==> src/rtl/instr_fetch_pkg.sv <==
// instr_fetch_pkg
// Shared definitions for the instruction fetch unit:
//   - fetch_state_t : two-state fetch/issue FSM encoding
//   - field positions of the opcode, function, jump index and branch
//     immediate inside a 32-bit instruction word
//   - DEFAULT_RESET_PC : PC loaded on reset unless overridden
package instr_fetch_pkg;

  typedef enum logic {
    S_FETCH = 1'b0,
    S_ISSUE = 1'b1
  } fetch_state_t;

  localparam int OP_MSB    = 31;
  localparam int OP_LSB    = 26;
  localparam int FUNC_MSB  = 5;
  localparam int FUNC_LSB  = 0;
  localparam int JIDX_MSB  = 25;
  localparam int IMM_MSB   = 15;

  localparam logic [31:0] DEFAULT_RESET_PC = 32'h0000_0000;

endpackage

==> src/rtl/instr_fetch_next_pc_gen.sv <==
// next_pc_gen
// Purely combinational next-PC selection for the fetch unit.
// Ports:
//   pc      in  32  address of the current instruction
//   instr   in  32  current instruction word
//   Branch  in   1  decoded branch indication
//   Jump    in   1  decoded jump indication
//   zero    in   1  ALU zero flag
//   next_pc out 32  address of the following instruction
module next_pc_gen
  import instr_fetch_pkg::*;
(
  input  logic [31:0] pc,
  input  logic [31:0] instr,
  input  logic        Branch,
  input  logic        Jump,
  input  logic        zero,
  output logic [31:0] next_pc
);

  logic [31:0] pc4;
  logic [31:0] jump_target;
  logic [31:0] branch_offset;
  logic [31:0] branch_target;
  logic        unused_op_bits;

  // The opcode bits are decoded elsewhere; they play no part in the target.
  assign unused_op_bits = ^instr[OP_MSB:OP_LSB];

  assign pc4           = pc + 32'd4;
  // Jump keeps the upper nibble of the sequential address (region-relative).
  assign jump_target   = {pc4[31:28], instr[JIDX_MSB:0], 2'b00};
  // Word offset, sign-extended, scaled to bytes; wraps modulo 2^32.
  assign branch_offset = {{14{instr[IMM_MSB]}}, instr[IMM_MSB:0], 2'b00};
  assign branch_target = pc4 + branch_offset;

  // Jump has priority over a taken branch.
  always_comb begin
    next_pc = pc4;
    if (Jump) begin
      next_pc = jump_target;
    end else if (Branch && zero) begin
      next_pc = branch_target;
    end
  end

endmodule

==> src/rtl/instr_fetch.sv <==
// instr_fetch
// Fetch/issue unit: requests one instruction at a time from instruction
// memory, holds it for decode/execute, and advances the PC when the
// datapath retires it.
// Ports:
//   clk          in   1  rising-edge clock
//   rst          in   1  asynchronous active-high reset
//   imem_req     out  1  fetch request
//   imem_addr    out 32  fetch byte address (always the current pc)
//   imem_ready   in   1  imem_rdata valid this cycle
//   imem_rdata   in  32  instruction word from memory
//   instr        out 32  held instruction
//   op           out  6  instr[31:26]
//   func         out  6  instr[5:0]
//   instr_valid  out  1  instr/op/func valid for decode
//   retire       in   1  datapath finished the current instruction
//   Branch       in   1  branch indication (sampled on retire)
//   Jump         in   1  jump indication (sampled on retire)
//   zero         in   1  ALU zero flag (sampled on retire)
//   pc           out 32  address of the current instruction
//   retired_cnt  out 32  number of retired instructions (wraps)
module instr_fetch
  import instr_fetch_pkg::*;
#(
  parameter logic [31:0] RESET_PC = DEFAULT_RESET_PC
) (
  input  logic        clk,
  input  logic        rst,
  output logic        imem_req,
  output logic [31:0] imem_addr,
  input  logic        imem_ready,
  input  logic [31:0] imem_rdata,
  output logic [31:0] instr,
  output logic [5:0]  op,
  output logic [5:0]  func,
  output logic        instr_valid,
  input  logic        retire,
  input  logic        Branch,
  input  logic        Jump,
  input  logic        zero,
  output logic [31:0] pc,
  output logic [31:0] retired_cnt
);

  fetch_state_t state;
  fetch_state_t state_next;
  logic         load_instr;
  logic         advance_pc;
  logic [31:0]  next_pc;

  next_pc_gen u_next_pc_gen (
    .pc      (pc),
    .instr   (instr),
    .Branch  (Branch),
    .Jump    (Jump),
    .zero    (zero),
    .next_pc (next_pc)
  );

  assign imem_addr = pc;
  assign op        = instr[OP_MSB:OP_LSB];
  assign func      = instr[FUNC_MSB:FUNC_LSB];

  // State register.
  always_ff @(posedge clk or posedge rst) begin
    if (rst) begin
      state <= S_FETCH;
    end else begin
      state <= state_next;
    end
  end

  // Next state and outputs. retire while fetching and imem_ready while
  // issuing fall through to the defaults, so they are ignored.
  always_comb begin
    state_next  = state;
    imem_req    = 1'b0;
    instr_valid = 1'b0;
    load_instr  = 1'b0;
    advance_pc  = 1'b0;
    case (state)
      S_FETCH: begin
        imem_req = 1'b1;
        if (imem_ready) begin
          load_instr = 1'b1;
          state_next = S_ISSUE;
        end
      end
      S_ISSUE: begin
        instr_valid = 1'b1;
        if (retire) begin
          advance_pc = 1'b1;
          state_next = S_FETCH;
        end
      end
      default: state_next = S_FETCH;
    endcase
  end

  // Datapath registers; reset abandons any in-flight instruction.
  always_ff @(posedge clk or posedge rst) begin
    if (rst) begin
      pc          <= RESET_PC;
      instr       <= 32'h0;
      retired_cnt <= 32'h0;
    end else begin
      if (load_instr) begin
        instr <= imem_rdata;
      end
      if (advance_pc) begin
        pc          <= next_pc;
        retired_cnt <= retired_cnt + 32'd1;
      end
    end
  end

endmodule

==> config.mk <==
export PLATFORM = sky130hd
export DESIGN_NAME = instr_fetch
export DESIGN_NICKNAME = d
export VERILOG_FILES = /design/src/rtl/instr_fetch_pkg.sv /design/src/rtl/instr_fetch_next_pc_gen.sv /design/src/rtl/instr_fetch.sv
export SDC_FILE = /design/constraint.sdc
export NUM_CORES = 1
export LEC_CHECK = 0
export BUFFER_PORTS_ARGS = -buffer_cell sky130_fd_sc_hd__buf_2
export CORE_MARGIN = 1
export CORE_UTILIZATION = 58
export DETAILED_ROUTE_END_ITERATION = 6
export GPL_ROUTABILITY_DRIVEN = 0
export PLACE_DENSITY = 0.95
export SLEW_MARGIN = 30
export SYNTH_ARGS = -nofsm -noshare
export SYNTH_HDL_FRONTEND = slang
export SYNTH_SLANG_ARGS = --single-unit
==> constraint.sdc <==
create_clock -name clk -period 6.1 [get_ports clk]
set_input_delay 0.61 -clock clk [delete_from_list [all_inputs] [get_ports clk]]
set_output_delay 0.61 -clock clk [all_outputs]
set_load 0.03 [all_outputs]
---- Word-level counts from Yosys, hierarchy flattened ----
Index checks and enable logic that the tools add are counted.
operators by class
  magnitude comparators ................... 0
  mux-type cells .......................... 10
  bitwise operators ....................... 1
  multipliers ............................. 0
  div/mod/pow operators ................... 0
  $add $sub $neg .......................... 3
  shift-type cells ........................ 0
  reduce and logical (&&, ||, !) cells .... 1
  eq/ne operators ......................... 0
operators by type and width
  operator               count
  $mux 32                2
  $add 32x1->32 const B  1
  $add 32x3->32 const B  1
  $add 32x32->32         1
  $mux 1                 7
  $pmux 1 s2             1
  $logic_and 1x1->1      1
  $not 1->1              1
storage, ports and cells
  latch bits .............................. 0
  register bits after elaboration ......... 97
  logic and storage cells ................. 19
  memory bits (writable) .................. 0
  memories kept ........................... 0
  input bits .............................. 39
  ROM bits ................................ 0

---- Logic depth before layout (Yosys ltp) ----
  depth after elaboration ................. 4
  gate-level depth with buffers ........... 18
  depth with buffers taken out ............ 17

---- Modules after synthesis ----
From an unflattened synthesis, not the netlist that was laid out.
second synthesis, totals
  cells, all modules ...................... 744
  area total of the unflattened synthesis .. 7156.9 um^2
modules (own cells, without submodules)
  module       times used  area an instance (um^2)  cells each
  instr_fetch  1           4281.6                   316
  next_pc_gen  1           2875.3                   428

---- Worst setup path before layout ----
OpenSTA, ideal clock, no wires.
  kind .................................... reg-to-reg
  start point ............................. reg pc[8], in the netlist imem_addr[8]
  end point ............................... reg pc[31], in the netlist imem_addr[31]
  path slack .............................. 2.434 ns
  arrival time ............................ 3.532 ns
  cell stages (with the launch flop) ...... 18
  path buffers ............................ 0
  path through ............................ dfrtp_1 -> and4_1 -> nand4_1 -> nor2_1 -> nand4_1 -> nor2_1 -> nand3_1 -> xnor2_1 -> ha_1 -> nand2_1 -> o21ai_1 -> a211o_1 -> nand2_1 -> o211ai_1 -> a31oi_1 -> xnor2_1 -> nand2_1 -> xnor2_1
on the way
  word-level cells in the longest chain between the ends .. 4
RTL lines
  what                    line                           text
  from (decl)             instr_fetch.sv:41              output logic [31:0] pc,
  from (signal assigned)  instr_fetch.sv:111             pc <= next_pc;
  $add 32x3->32 *         instr_fetch_next_pc_gen.sv:30  assign pc4 = pc + 32'd4;
  $add 32x32->32          instr_fetch_next_pc_gen.sv:35  assign branch_target = pc4 + branch_offset;
  $mux 32                 instr_fetch_next_pc_gen.sv:42  end else if (Branch && zero) begin
  $mux 32 *               instr_fetch_next_pc_gen.sv:40  if (Jump) begin
Mark *: on every way between the ends. The rest lies on a longest branch, timed or not.
A chain may end at the register's enable or synchronous reset.

---- Worst setup path in the final report ----
Same ends and word-level chain as after synthesis.

==> results.json <==
{
  "status": "finished, final reports clean",
  "grt_pass1_wl_mm": 29.9,
  "worst-slew-pin-transition_ps": 889,
  "fin_skew_ps": 6.74,
  "drive_above_1_share_pct": 27.5,
  "final_common_cell": "buf_2",
  "nFillCells": 827,
  "antenna_found_initial": 0,
  "synth-seq-cells": 95,
  "wl_per_cell_um": 18.3,
  "io_buffer_count": 176,
  "cts_sinks": 95,
  "synthFlopType": "dfrtp_1",
  "endpoint_kind": "flop",
  "grt.total_usage_pct": 32.5,
  "cts_max_level": 3,
  "syn-cell-area_sq_um": 6730,
  "syn-instance-count": 751,
  "grt-ovfl-total": 0,
  "cts_resized": 0,
  "required_ps": 6340,
  "finalSetupTns_ps": 0,
  "fp.dieH_um": 110,
  "max_freq_ghz": 0.243,
  "setup_viol": 0,
  "numCtsBuffers": 9,
  "r2r-start": "imem_addr[8]",
  "place_hpwl_mm": 13.4,
  "reg2reg_setup_slack_ps": 1990,
  "cts_root_buf": "clkbuf_16",
  "drtIter0Drc": 577,
  "synth_edf_count": 0,
  "viasPerCell": 6.16,
  "drcViolationCount": 0,
  "avgSynthCellArea_sq_um": 8.97,
  "power_density_nw_per_um2": 528,
  "cts_tree": "done",
  "area_growth_pct": 14.8,
  "async_flop_share_pct": 100,
  "worstPathArrival_ps": 4350,
  "multi_input_area_sq_um": 3860,
  "postRouteAntennaNets": 0,
  "diodes": 0,
  "post-route-min-period_ps": 4110,
  "yosysSeqAreaShare_pct": 35.3,
  "wirelength_mm": 18.6,
  "die_w_um": 110,
  "fin_crit_sh_pct": 67.4,
  "final-hold-violation-count": 0,
  "grt_pass1_vias": 6007,
  "min_path_type": "primary input to async pin",
  "die-area_sq_um": 12000,
  "seqCellArea_sq_um": 2380,
  "core_sq_um": 11100,
  "worstPathMaxFanout": 8,
  "rsz0062_at_grt": "false",
  "ys_types": 54,
  "layout_common_cells": "buf_2 (176), dfrtp_1 (94), nand2_1 (85)",
  "clkTransAtPathRegs_ps": 70,
  "io_pins": 181,
  "clock_path_buffers": 2,
  "start_util_pct": 60.8,
  "placementRows": 38,
  "clock_latency_ps": 360,
  "r2r_end": "imem_addr[31]",
  "max-vdd-ir-drop_uv": 290,
  "slew_viol_final": 0,
  "vias": 6262,
  "leakage_nw": 3.65,
  "crit_type": "flop to flop",
  "postCtsSetupBuffers": 0,
  "ys_warn_count": 0,
  "grt_start_max_net_pins": 57,
  "drv_cap": 0,
  "rr_worst_depth": 17,
  "finalNetCount": 950,
  "drt_pass1_iterations": 6,
  "final_util_pct": 69.8,
  "cts_hold_buf": 0,
  "critPathLaunchType": "flop",
  "relSlewSlack_pct": 40.7
}
-- worst max-delay path: stages, from the launching register on --
cell and delay (ps):
dfrtp_1 470, and4_1 330, nand4_1 140, nor2_1 240, nand4_1 210, nor2_1 480
nand3_1 160, xnor2_1 270, ha_1 320, nand2_1 110, o21ai_1 110, a211o_1 330
nand2_1 90, o211ai_1 90, a31oi_1 250, xnor2_1 150, nand2_1 80, xnor2_1 160
-- through the flow --
step	setup WS [ps]	hold WS, ps	total power [mW]	instance area (sq um)	instances
floorplan	2430	654	2.96	6750	754
global placement	2300	468	3.39	7390	1000
detailed placement	2150	480	3.44	7410	1001
CTS	2080	298	4.05	7730	1017
global route	1600	328	4.35	7730	1017
finish	1990	279	4.08	7730	1017
-- logic make-up after synthesis --
logic type	after synthesis	synth area share (%)
compound gates	188	18.2
simple gates	223	15.3
mux	35	5.80
flops	95	35.3
buf+inv	91	7.64
xor+xnor	79	10.3
other cells	1	0.0557
fa+ha+maj	39	7.36
-- synth_stat cells, types with 3 or more instances --
master | instances | area [sq um]
ha_1 | 38 | 475
nor2b_1 | 5 | 31.3
dfrtp_1 | 95 | 2380
clkbuf_1 | 27 | 101
a211oi_1 | 12 | 90.1
buf_4 | 46 | 345
o22ai_1 | 7 | 43.8
nor2_1 | 52 | 195
o211ai_1 | 9 | 67.6
nand4_1 | 28 | 175
o21bai_1 | 7 | 52.6
xor2_1 | 16 | 140
a21o_1 | 18 | 135
xnor2_1 | 63 | 552
a22oi_1 | 3 | 22.5
nand3_1 | 15 | 75.1
and4_1 | 3 | 26.3
mux2i_1 | 3 | 30.0
a21oi_1 | 47 | 235
or2_2 | 4 | 25.0
nand2_1 | 85 | 319
a31oi_1 | 5 | 31.3
inv_1 | 18 | 67.6
mux2_2 | 32 | 360
nor3_1 | 7 | 35.0
and2_1 | 6 | 37.5
and3_1 | 9 | 56.3
o31ai_1 | 4 | 30.0
o21ai_0 | 40 | 200
or3_1 | 6 | 37.5
o21a_1 | 6 | 45.0
-- per-layer routing --
layer,up-vias,share of wire (%),GRT usage [%]
met5,-,0,0
met4,0,3.4,15.0
met3,59,9.3,8.36
met2,373,47,51.8
met1,2948,40,41.5
li1,2882,-,-
-- registers in the layout, indices dropped and copies added, names as in the netlist --
signal,count
imem_addr,30
instr,32
retired_cnt,32
state,1
-- cell type report --
class | instances | area share (%)
Clock inverter | 7 | 1.15
Clock buffer | 9 | 2.91
Sequential cell | 95 | 30.8
Timing Repair Buffer | 180 | 12.0
Tap cell | 140 | 2.27
Inverter | 18 | 0.906
Multi-Input combinational cell | 568 | 50.0
-- how the worst max path moves through the flow --
stage / start / end / slack (ps) / cells after the start
after detailed placement: imem_addr[8] / imem_addr[31] / 2150 / 17
final: imem_addr[8] / imem_addr[31] / 1990 / 17
after global routing: imem_addr[8] / imem_addr[31] / 1600 / 17
after floorplan: imem_addr[8] / imem_addr[31] / 2430 / 17
after global placement: imem_addr[8] / imem_addr[31] / 2300 / 17
after CTS: imem_addr[8] / imem_addr[31] / 2080 / 17
-- where the power goes --
| part | switching, mW | internal (mW) | leakage, nW |
|---|---|---|---|
| Clock | 0.285 | 0.295 | 0.152 |
| Sequential | 0.259 | 0.778 | 1.16 |
| Combinational | 1.58 | 0.892 | 2.34 |
(Power assumes the default switching activity.)
